## src/rtl/pe_weight_loader.sv

```systemverilog
// -----------------------------------------------------------------------------
// pe_weight_loader
//
// Streams one layer's kernel and bias words into a pe_incha_single instance.
// A flat valid/ready word stream is turned into typed PE weight writes:
// for every output channel, NK kernel words followed by one bias word.
// The PE's i_valid is gated off until the full parameter set is written.
//
// Optional feature (macro PE_WEIGHT_LOADER_CKSUM_EN): a modulo-2^16 sum of
// the raw accepted words is compared with exp_cksum when the load finishes.
// On a mismatch, cksum_err is raised and loaded stays low.
//
// Ports:
//   clk, rst_n          clock, synchronous active-low reset
//   start               single-cycle load request (honoured only in IDLE)
//   s_data/s_valid      parameter word stream in
//   s_ready             loader accepts the current word (LOAD state only)
//   weight_wr_data      PE weight write data (registered)
//   weight_wr_addr      PE weight address {type, channel, position, 8'h00}
//   weight_wr_en        PE weight write strobe (registered)
//   busy                high while in LOAD or FLUSH
//   done                sticky completion flag
//   loaded              PE parameters valid
//   pe_i_valid_in       upstream i_valid
//   pe_i_valid_out      pe_i_valid_in gated by loaded
//   exp_cksum, cksum, cksum_err   only with PE_WEIGHT_LOADER_CKSUM_EN
//
// Handshake: a word is transferred on a rising edge where s_valid & s_ready
// are both high. s_ready depends only on state, never on s_valid, so the
// source may wait for s_ready before raising s_valid or hold s_valid high.
//
// FSM state is held in state_q (type state_t) for checker binding.
// -----------------------------------------------------------------------------
module pe_weight_loader #(
  parameter int          IN_CHANNEL       = 2,
  parameter int          OUT_CHANNEL      = 4,
  parameter int          KERNEL_0         = 3,
  parameter int          KERNEL_1         = 3,
  parameter logic [7:0]  ADDR_TYPE_KERNEL = 8'h00,
  parameter logic [7:0]  ADDR_TYPE_BIAS   = 8'h01
) (
  input  logic        clk,
  input  logic        rst_n,
  input  logic        start,
  input  logic [15:0] s_data,
  input  logic        s_valid,
  output logic        s_ready,
  output logic [15:0] weight_wr_data,
  output logic [31:0] weight_wr_addr,
  output logic        weight_wr_en,
  output logic        busy,
  output logic        done,
  output logic        loaded,
  input  logic        pe_i_valid_in,
`ifdef PE_WEIGHT_LOADER_CKSUM_EN
  output logic        pe_i_valid_out,
  input  logic [15:0] exp_cksum,
  output logic [15:0] cksum,
  output logic        cksum_err
`else
  output logic        pe_i_valid_out
`endif
);

  localparam int NK     = KERNEL_0 * KERNEL_1 * IN_CHANNEL;
  localparam int NWORDS = OUT_CHANNEL * (NK + 1);

  // pos must reach NK (up to 256), hence 9 bits; only pos[7:0] goes on the bus.
  localparam logic [8:0] POS_BIAS = 9'(NK);
  localparam logic [7:0] LAST_CH  = 8'(OUT_CHANNEL - 1);

  typedef enum logic [1:0] {
    S_IDLE  = 2'd0,
    S_LOAD  = 2'd1,
    S_FLUSH = 2'd2
  } state_t;

  state_t      state_q, state_d;
  logic [8:0]  pos_q, pos_d;
  logic [7:0]  ch_q, ch_d;
  logic        wr_en_q, wr_en_d;
  logic [15:0] wr_data_q, wr_data_d;
  logic [31:0] wr_addr_q, wr_addr_d;
  logic        done_q, done_d;
  logic        loaded_q, loaded_d;

  logic        beat;
  logic        is_bias;
  logic        is_last_ch;

`ifdef PE_WEIGHT_LOADER_CKSUM_EN
  logic [15:0] cksum_q, cksum_d;
  logic        cksum_err_q, cksum_err_d;
`endif

  // Combinational decodes from state and registered loaded only.
  assign s_ready        = (state_q == S_LOAD);
  assign busy           = (state_q != S_IDLE);
  assign pe_i_valid_out = pe_i_valid_in & loaded_q;

  assign beat       = s_valid & s_ready;
  assign is_bias    = (pos_q == POS_BIAS);
  assign is_last_ch = (ch_q == LAST_CH);

  assign weight_wr_en   = wr_en_q;
  assign weight_wr_data = wr_data_q;
  assign weight_wr_addr = wr_addr_q;
  assign done           = done_q;
  assign loaded         = loaded_q;

`ifdef PE_WEIGHT_LOADER_CKSUM_EN
  assign cksum     = cksum_q;
  assign cksum_err = cksum_err_q;
`endif

  // Next-state and datapath decode.
  always_comb begin
    state_d   = state_q;
    pos_d     = pos_q;
    ch_d      = ch_q;
    wr_en_d   = 1'b0;
    wr_data_d = wr_data_q;
    wr_addr_d = wr_addr_q;
    done_d    = done_q;
    loaded_d  = loaded_q;
`ifdef PE_WEIGHT_LOADER_CKSUM_EN
    cksum_d     = cksum_q;
    cksum_err_d = cksum_err_q;
`endif

    case (state_q)
      S_IDLE: begin
        if (start) begin
          // Also the reload path: loaded drops on this edge so the PE
          // stops accepting data while its parameters are rewritten.
          state_d  = S_LOAD;
          pos_d    = '0;
          ch_d     = '0;
          done_d   = 1'b0;
          loaded_d = 1'b0;
`ifdef PE_WEIGHT_LOADER_CKSUM_EN
          cksum_d     = '0;
          cksum_err_d = 1'b0;
`endif
        end
      end

      S_LOAD: begin
        if (beat) begin
          wr_en_d = 1'b1;
`ifdef PE_WEIGHT_LOADER_CKSUM_EN
          cksum_d = cksum_q + s_data;
`endif
          if (!is_bias) begin
            // Kernel weights are 8-bit; upper byte of the PE word is zero.
            wr_data_d = {8'h00, s_data[7:0]};
            wr_addr_d = {ADDR_TYPE_KERNEL, ch_q, pos_q[7:0], 8'h00};
            pos_d     = pos_q + 9'd1;
          end else begin
            wr_data_d = s_data;
            wr_addr_d = {ADDR_TYPE_BIAS, ch_q, 8'h00, 8'h00};
            pos_d     = '0;
            if (is_last_ch) begin
              state_d = S_FLUSH;
            end else begin
              ch_d = ch_q + 8'd1;
            end
          end
        end
      end

      S_FLUSH: begin
        // One cycle so the last word's write lands in the PE before
        // loaded opens the i_valid gate.
        state_d = S_IDLE;
        done_d  = 1'b1;
`ifdef PE_WEIGHT_LOADER_CKSUM_EN
        cksum_err_d = (cksum_q != exp_cksum);
        loaded_d    = (cksum_q == exp_cksum);
`else
        loaded_d = 1'b1;
`endif
      end

      default: begin
        state_d = S_IDLE;
      end
    endcase
  end

  // State and output registers.
  always_ff @(posedge clk) begin
    if (!rst_n) begin
      state_q   <= S_IDLE;
      pos_q     <= '0;
      ch_q      <= '0;
      wr_en_q   <= 1'b0;
      wr_data_q <= '0;
      wr_addr_q <= '0;
      done_q    <= 1'b0;
      loaded_q  <= 1'b0;
`ifdef PE_WEIGHT_LOADER_CKSUM_EN
      cksum_q     <= '0;
      cksum_err_q <= 1'b0;
`endif
    end else begin
      state_q   <= state_d;
      pos_q     <= pos_d;
      ch_q      <= ch_d;
      wr_en_q   <= wr_en_d;
      wr_data_q <= wr_data_d;
      wr_addr_q <= wr_addr_d;
      done_q    <= done_d;
      loaded_q  <= loaded_d;
`ifdef PE_WEIGHT_LOADER_CKSUM_EN
      cksum_q     <= cksum_d;
      cksum_err_q <= cksum_err_d;
`endif
    end
  end

endmodule
```

## config.mk

```make
export PLATFORM = sky130hd
export DESIGN_NAME = pe_weight_loader
export DESIGN_NICKNAME = d
export VERILOG_FILES = /design/src/rtl/pe_weight_loader.sv
export SDC_FILE = /design/constraint.sdc
export NUM_CORES = 1
export LEC_CHECK = 0
export ABC_CLOCK_PERIOD_IN_PS = 2100
export CAP_MARGIN = 10
export CORE_ASPECT_RATIO = 1.2
export CORE_MARGIN = 2
export CORE_UTILIZATION = 46
export CTS_CLUSTER_DIAMETER = 50
export DETAILED_ROUTE_END_ITERATION = 7
export HOLD_SLACK_MARGIN = 0.08
export PLACE_DENSITY = 0.77
export SLEW_MARGIN = 0
export SYNTH_ARGS = -nofsm -noshare
export SYNTH_HDL_FRONTEND = slang
export SYNTH_SLANG_ARGS = --single-unit
```

## constraint.sdc

```tcl
create_clock -name clk -period 2.1 [get_ports clk]
set_input_delay 0.42 -clock clk [delete_from_list [all_inputs] [get_ports clk]]
set_output_delay 0.42 -clock clk [all_outputs]
set_load 0.01 [all_outputs]
```

==> impl_metrics.json, run 1 <==
{
  "grt_first_pass_wirelength_um": 8610,
  "ctsHoldBuffers": 0,
  "clockRootBuffer": "clkbuf_8",
  "cts_buffers": 5,
  "swShare_pct": 22.1,
  "grt_util_met3_pct": 3.52,
  "drt_pass1_iterations": 4,
  "port_buffers": 59,
  "power_density_mw_per_mm2": 618,
  "cellLeakagePower_nw": 1.09,
  "n_fill_cell": 447,
  "core-area_mm2": 0.00497,
  "fin_tns_setup_ns": 0,
  "finalPower_mw": 1.93,
  "rsz0062_at_grt": "false",
  "critPathArrivalTime_ns": 1.51,
  "rr_endpoint": "ch_q[1]",
  "fp.dieH_um": 83.0,
  "avgRoutedWirePerCell_um": 13.1,
  "crit_path_top_delay_cell": "clkdlybuf4s50_1",
  "netSwitchingPower_uw": 425,
  "reg2reg_depth": 5,
  "max-vdd-ir-drop_mv": 0.288,
  "cts_tree": "built",
  "combPwrFrac_pct": 9.2,
  "r2r_start": "ch_q[0]",
  "pin_count": 75,
  "clkSinkCount": 54,
  "crit_cells": 2,
  "max_cap_viol_count": 0,
  "critPathKind": "reg2out",
  "grt_use_met2_pct": 29.3,
  "synth_cells": 285,
  "max_stage_delay_ns": 0.56,
  "critPathRequiredTime_ns": 1.68,
  "vias_per_cell": 5.24,
  "cp_max_fo": 9,
  "path_delay_family": "buffers and inverters",
  "overflow": 0,
  "antenna_found_initial": 0,
  "die_width_um": 69.9,
  "die_area_mm2": 0.00580,
  "synth_top_area_cell": "dfxtp_1",
  "htree_levels": 2,
  "slew_viol_final": 0,
  "yosys_warnings": 0,
  "dr_total_vias": 2117,
  "crit_chain": "nor2b_1 > clkdlybuf4s50_1",
  "netlist_area_mm2": 0.00239,
  "rrSetupSlack_ns": 0.18,
  "p_clk_share_pct": 36.4,
  "worstSetupEndpointType": "output port",
  "clock_latency_ns": 0.30,
  "drc": 0,
  "hp-class": "reg2reg",
  "setup_viol": 0,
  "status": "finished, final reports clean",
  "dp_hpwl_um": 3790,
  "start_kind": "register",
  "avgSynthCellArea_um2": 8.40,
  "finalClockSkew_ns": 0.00527,
  "synth-seq-area-share_pct": 45.2,
  "busiest_layer": "met2",
  "gp_congestion": 0.863,
  "synth_area_leaders": "dfxtp_1, nand2_1, buf_4",
  "p_seq_share_pct": 54.5,
  "post_cts_resized": 0,
  "synth_ff_type": "dfxtp_1",
  "mostFrequentLayoutCell": "clkdlybuf4s50_1",
  "postCtsSetupRepairBufs": 0,
  "std_cell_rows": 28,
  "drive_above_1_share_pct": 7.56,
  "post-route-period-util_pct": 91.9,
  "initial_core_util_pct": 48.1,
  "synth-seq-cells": 54,
  "drt_iter0_drc": 106,
  "hold_end": "weight_wr_addr[11]",
  "hold_viol": 0,
  "global_route.usage.total_pct": 17.9,
  "p_int_mw": 1.50,
  "fmax_ghz": 0.518,
  "drtAntennaViolNets": 0,
  "synth_top_area_share_pct": 45.2,
  "drt_wl_total_um": 5280,
  "hold_depth": 2,
  "cts_buffer_depth": 2,
  "syn_to_final_growth_pct": 30.3,
  "async_reset_ff_share_pct": 0,
  "synth_cell_type_count": 46,
  "met1_usage_pct": 23.4,
  "synth_edf_count": 0,
  "clk_pin_slew_ns": 0.09,
  "grt_pass1_vias": 1872,
  "fin_crit_ns": 1.93,
  "nets": 368,
  "min-delay-start": "weight_wr_addr[11]",
  "n_antenna_cell": 0,
  "layout_common_cells": "clkdlybuf4s50_1, nand2_1, dfxtp_1",
  "grt_max_degree": 26,
  "worst-path-buf-inv": 1
}
## power by group through the flow
| stage | Sequential (mW) | Clock [mW] | Combinational [mW] |
|---|---|---|---|
| after global routing | 1.05 | 0.756 | 0.194 |
| after floorplan | 1.07 | 0 | 0.109 |
| after detailed placement | 1.07 | 0 | 0.176 |
| after CTS | 1.05 | 0.719 | 0.177 |
| final | 1.05 | 0.701 | 0.177 |
| after global placement | 1.07 | 0 | 0.175 |
## metal layers
layer | part of all wire [%] | up-vias
li1 | - | 1060
met1 | 45 | 978
met4 | 1.8 | 0
met3 | 5.9 | 12
met2 | 47 | 67
met5 | 0 | -
## flip-flops by register name, indices dropped and copies added (netlist names)
signal and count:
ch_q 8, state_q 2, weight_wr_addr 17, weight_wr_data 16
loaded 1, weight_wr_en 1, pos_q 9
## per-stage QoR
step | setup slack, ns | hold slack, ns | cells | area, um^2 | utilization (%)
finish | 0.170 | 0.459 | 404 | 3120 | 62.7
global route | 0.0305 | 0.487 | 404 | 3120 | 62.7
CTS | 0.0320 | 0.460 | 404 | 3120 | 62.7
detailed placement | 0.108 | 0.446 | 397 | 3000 | 60.4
global placement | 0.103 | 0.442 | 397 | 3000 | 60.4
floorplan | 0.483 | 0.458 | 299 | 2450 | -
## cell usage after synthesis, types with 2 or more instances
library cell and n:
dfxtp_1 54, nand2_1 54, nor2_1 29, a21oi_1 22, buf_4 16, a22oi_1 10, clkbuf_1 9, inv_1 9
xnor2_1 8, nand3_1 7, nor4_1 6, and2_1 5, buf_2 5, a31oi_1 4, o21ai_0 4, and3_1 3
ha_1 3, nor3_1 3, nand3b_1 2, nand4_1 2, nor3b_1 2, nor4b_1 2, o31a_1 2, o31ai_1 2
## worst register-to-register path: cells and delay by family (launching register included)
| kind | cells | cell delay [ns] |
|---|---|---|
| AND/OR/NAND/NOR | 3 | 0.97 |
| adder cells (fa/ha/maj) | 1 | 0.24 |
| flip-flops | 1 | 0.42 |
| AO/OA/AOI/OAI | 1 | 0.19 |
## worst max-delay path by stage
stage,start,endpoint,slack (ns)
floorplan,pos_q[0],ch_q[4],0.48
global placement,start,pos_q[1],0.10
detailed placement,start,pos_q[1],0.11
CTS,state_q[0],busy,0.03
global route,ch_q[1],ch_q[1],0.03
finish,state_q[0],s_ready,0.17
## final cells by class
cell class	instances	area, um^2	share of cell area, %
multi-input combinational	205	1150	36.8
sequential	54	1080	34.7
timing repair buffer	69	666	21.3
clock buffer	6	82.6	2.65
tap	60	75.1	2.41
inverter	9	33.8	1.08
clock inverter	1	30.0	0.963
## logic make-up (layout without fill, tap and decap cells)
kind of cell    after synthesis  after routing  synth area share [%]
other cells                   1             15                 0.157
flops                        54             54                  45.2
mux                           1              1                 0.575
compound gates               54             54                  14.7
buf+inv                      40             85                  9.04
fa+ha+maj                     3              3                  1.57
simple gates                123            123                  25.5
xor+xnor                      9              9                  3.29
Power figures use the tool's default switching activity.
==> run 2: changes to the inputs <==
Settings changed: PLACE_DENSITY 0.77 to not set, PLACE_DENSITY_LB_ADDON set to 0.15.
==> run 2 against run 1 <==
- total power fell by 3.9%
- via count fell by 0.19%
- fmax fell by 1.4%
- worst hold slack got worse by 0.0012 ns
- cell area rose by 1.0%
- largest cell class unchanged
==> impl_metrics.json, run 2 (synthesized netlist as in run 1, its figures left out) <==
{
  "status": "finished, final reports clean",
  "rsz0062_at_grt": "false",
  "utilization_pct": 63.3,
  "path_delay_family": "buffers and inverters",
  "syn_to_final_growth_pct": 31.6,
  "clk_pin_slew_ns": 0.09,
  "std_cell_rows": 28,
  "die_area_mm2": 0.00580,
  "largest_reg_flops": 17,
  "power_density_mw_per_mm2": 588,
  "initial_core_util_pct": 48.1,
  "p_clk_share_pct": 33.2,
  "finalClockSkew_ns": 0.00935,
  "grt_first_pass_wirelength_um": 9400,
  "gp_congestion": 0.851,
  "fmax_ghz": 0.511,
  "cts_buffers": 5,
  "drive_above_1_share_pct": 8.33,
  "drc": 0,
  "area.sequential_mm2": 0.00108,
  "crit_chain": "nor2b_1 > clkdlybuf4s50_1",
  "fin_cells": 408,
  "core-area_mm2": 0.00497,
  "fp.dieH_um": 83.0,
  "hold_viol": 0,
  "avgRoutedWirePerCell_um": 13.2,
  "die_width_um": 69.9,
  "drt_wl_total_um": 5380,
  "layout_common_cells": "clkdlybuf4s50_1, nand2_1, dfxtp_1",
  "combPwrFrac_pct": 10.4,
  "cts_buffer_depth": 2,
  "clockRootBuffer": "clkbuf_8",
  "ctsHoldBuffers": 0,
  "max-vdd-ir-drop_mv": 0.501,
  "hp-class": "reg2reg",
  "fin_crit_ns": 1.96,
  "slew_viol_final": 0,
  "htree_levels": 2,
  "max_cap_viol_count": 0,
  "clkSinkCount": 54,
  "global_route.usage.total_pct": 19.6,
  "postCtsSetupRepairBufs": 0,
  "clock_latency_ns": 0.31,
  "drt_pass1_iterations": 4,
  "netSwitchingPower_uw": 451,
  "post-route-period-util_pct": 93.2,
  "critPathArrivalTime_ns": 1.54,
  "dp_cells": 400,
  "hold_slack_ns": 0.457,
  "n_fill_cell": 475,
  "cellLeakagePower_nw": 1.11,
  "critPathKind": "reg2out",
  "start_kind": "register",
  "port_buffers": 59,
  "n_antenna_cell": 0,
  "post_cts_resized": 0,
  "multi_input_area_mm2": 0.00115,
  "layout_setup_ws_ns": 0.143,
  "max_stage_delay_ns": 0.58,
  "nets": 371,
  "worst-path-buf-inv": 1,
  "cp_max_fo": 5,
  "finalPower_mw": 1.85,
  "mostFrequentLayoutCell": "clkdlybuf4s50_1",
  "grt_max_degree": 38,
  "cts_tree": "built",
  "dp_hpwl_um": 3960,
  "critPathRequiredTime_ns": 1.68,
  "post-place-ws_ns": 0.0672,
  "vias_per_cell": 5.18,
  "p_seq_share_pct": 56.4,
  "crit_path_top_delay_cell": "clkdlybuf4s50_1",
  "grt_pass1_vias": 2058,
  "drtAntennaViolNets": 0,
  "antenna_found_initial": 0,
  "drt_iter0_drc": 126,
  "fin_tns_setup_ns": 0,
  "worstSetupEndpointType": "output port",
  "design_area_mm2": 0.00315,
  "overflow": 0,
  "setup_viol": 0,
  "swShare_pct": 24.3,
  "dpl-instance-area_mm2": 0.00305,
  "dr_total_vias": 2113,
  "pin_count": 75,
  "p_int_mw": 1.40
}
## run 2: cell type report
type / count / share of cell area (%)
multi-input cells: 205 / 36.5
clock inverters: 2 / 0.516
well taps: 60 / 2.38
clock buffers: 6 / 2.62
inverters: 9 / 1.07
flip-flops and latches: 54 / 34.3
repair buffers: 72 / 22.6
## run 2: final timing paths
path	endpoint	slack, ns	cells after the start	start
max	s_ready	0.14	2	state_q[0]
min	weight_wr_addr[22]	0.46	2	weight_wr_addr[22]
max reg2reg	ch_q[1]	0.23	5	ch_q[0]
min reg2reg	weight_wr_addr[22]	0.46	2	weight_wr_addr[22]
## run 2: power groups by stage
stage               logic [mW]  registers [mW]  clock network, mW
floorplan                0.109            1.07                  0
global placement         0.193            1.07                  0
detailed placement       0.193            1.07                  0
CTS                      0.194            1.04              0.634
global route             0.212            1.05              0.677
finish                   0.192            1.04              0.615
## run 2: worst reg2reg max path, cell delays in order (launching register included)
cell	delay (ns)
dfxtp_1	0.40
ha_1	0.22
nor4b_1	0.39
nand3_1	0.33
and3_1	0.27
a31o_1	0.17
## run 2: layer usage
metal | track usage (%) | vias to the layer above | wire length (um) | part of all wire [%]
li1 | - | 1068 | - | -
met1 | 23.2 | 982 | 2290 | 43
met4 | 7.69 | 0 | 100 | 1.9
met5 | 0 | - | 0 | 0
met2 | 34.1 | 54 | 2730 | 51
met3 | 4.61 | 9 | 258 | 4.8
==> run 3: changes to the inputs <==
Settings changed: REMOVE_ABC_BUFFERS set to 1.
==> run 3 against run 2 <==
- flip-flop and latch count unchanged
- utilization up 0.58 points
- final cell count up 0.74%
- critical path depth up 1
- clock power up 13%
- worst setup slack better by 0.015 ns
- largest cell class unchanged
- combinational power about the same
==> impl_metrics.json, run 3 (synthesized netlist as in run 1, its figures left out) <==
{
  "status": "finished, final reports clean",
  "max-vdd-ir-drop_mv": 0.380,
  "crit_path_start": "pe_i_valid_in",
  "drc": 0,
  "avgRoutedWirePerCell_um": 13.2,
  "vias_per_cell": 5.09,
  "post-route-period-util_pct": 92.5,
  "core-area_mm2": 0.00497,
  "power_density_mw_per_mm2": 608,
  "antenna_found_initial": 0,
  "setup_viol": 0,
  "drt_pass1_iterations": 4,
  "critPathRequiredTime_ns": 1.68,
  "fin_crit_ns": 1.94,
  "start_kind": "input pin",
  "rrSetupSlack_ns": 0.31,
  "syn_to_final_growth_pct": 32.8,
  "largest_reg_flops": 17,
  "dr_total_vias": 2094,
  "drt_wl_total_um": 5410,
  "cts_tree": "built",
  "grt_first_pass_wirelength_um": 9210,
  "hp-class": "reg2reg",
  "rsz0062_at_grt": "false",
  "n_antenna_cell": 0,
  "cp_max_fo": 1,
  "critPathKind": "in2out",
  "critPathArrivalTime_ns": 1.52,
  "port_buffers": 59,
  "fp.dieH_um": 83.0,
  "drtAntennaViolNets": 0,
  "drt_iter0_drc": 168,
  "clockRootBuffer": "clkbuf_8",
  "clkSinkCount": 54,
  "fin_tns_setup_ns": 0,
  "fmax_ghz": 0.515,
  "mostFrequentLayoutCell": "clkdlybuf4s50_1",
  "hold_end": "weight_wr_addr[15]",
  "clock_latency_ns": 0.31,
  "layout_common_cells": "clkdlybuf4s50_1, nand2_1, dfxtp_1",
  "hold_viol": 0,
  "pin_count": 75,
  "min-delay-start": "weight_wr_addr[15]",
  "max_cap_viol_count": 0,
  "cellLeakagePower_nw": 1.12,
  "gp_congestion": 0.842,
  "worstSetupEndpointType": "output port",
  "finalClockSkew_ns": 0.00654,
  "rr_endpoint": "ch_q[4]",
  "reg2reg_depth": 6,
  "std_cell_rows": 28,
  "post-place-ws_ns": 0.102,
  "die_area_mm2": 0.00580,
  "r2r_start": "pos_q[0]",
  "cts_buffer_depth": 2,
  "grt_pass1_vias": 1938,
  "grt_max_degree": 25,
  "clk_pin_slew_ns": 0.09,
  "die_width_um": 69.9,
  "slew_viol_final": 0,
  "initial_core_util_pct": 48.1,
  "hold_depth": 2,
  "nets": 374,
  "drive_above_1_share_pct": 9.40,
  "layout_setup_ws_ns": 0.158,
  "overflow": 0,
  "n_fill_cell": 435,
  "global_route.usage.total_pct": 19.2,
  "cts_buffers": 5,
  "htree_levels": 2,
  "dp_hpwl_um": 3900
}
==> run 3: cell type report <==
class                      count  area [um^2]  area share, %
inverter                       9         33.8           1.06
timing repair buffer          75          723           22.7
multi-input combinational    205         1150           36.3
clock buffer                   6         72.6           2.28
clock inverter                 2         37.5           1.18
sequential                    54         1080           34.0
tap                           60         75.1           2.36
==> run 3: how the worst max path moves through the flow <==
stage / endpoint / slack [ns]
floorplan: ch_q[1] / 0.04
global placement: pos_q[3] / 0.12
detailed placement: pos_q[4] / 0.10
CTS: busy / 0.04
global route: busy / 0.11
finish: pe_i_valid_out / 0.16
==> run 3: per-layer routing <==
metal	GRT usage, %	vias to the layer above	share of wire, %
met5	0	-	0
met2	33.1	43	51
met4	6.64	0	0.76
li1	-	1073	-
met3	4.73	5	4.1
met1	23.1	973	44
==> run 3: worst max-delay path: stages <==
cell and delay [ns]:
clkdlybuf4s50_1 0.45, and2_1 0.12, clkdlybuf4s50_1 0.53
==> run 3: metrics by stage <==
stage / cells / power [mW] / cell area, um^2 / utilization, % / hold WS [ns]
final: 411 / 1.93 / 3180 / 63.9 / 0.456
after global routing: 411 / 2.02 / 3180 / 63.9 / 0.482
after CTS: 411 / 1.96 / 3170 / 63.8 / 0.461
after detailed placement: 403 / 1.26 / 3060 / 61.5 / 0.446
after global placement: 403 / 1.26 / 3060 / 61.5 / 0.441
after floorplan: 268 / 1.15 / 2260 / - / 0.458
==> run 3: repair_timing <==
item / in CTS / in global routing
resized for setup: 0 / 2
setup endpoints to repair: 0 / 2
hold buffers: 0 / 0
buffers inserted: 0 / 0
==> run 3: power breakdown <==
| group | internal, mW | switching (mW) |
|---|---|---|
| sequential | 1.04 | 0.0115 |
| clock | 0.356 | 0.339 |
| combinational | 0.0918 | 0.0979 |
| total | 1.48 | 0.448 |
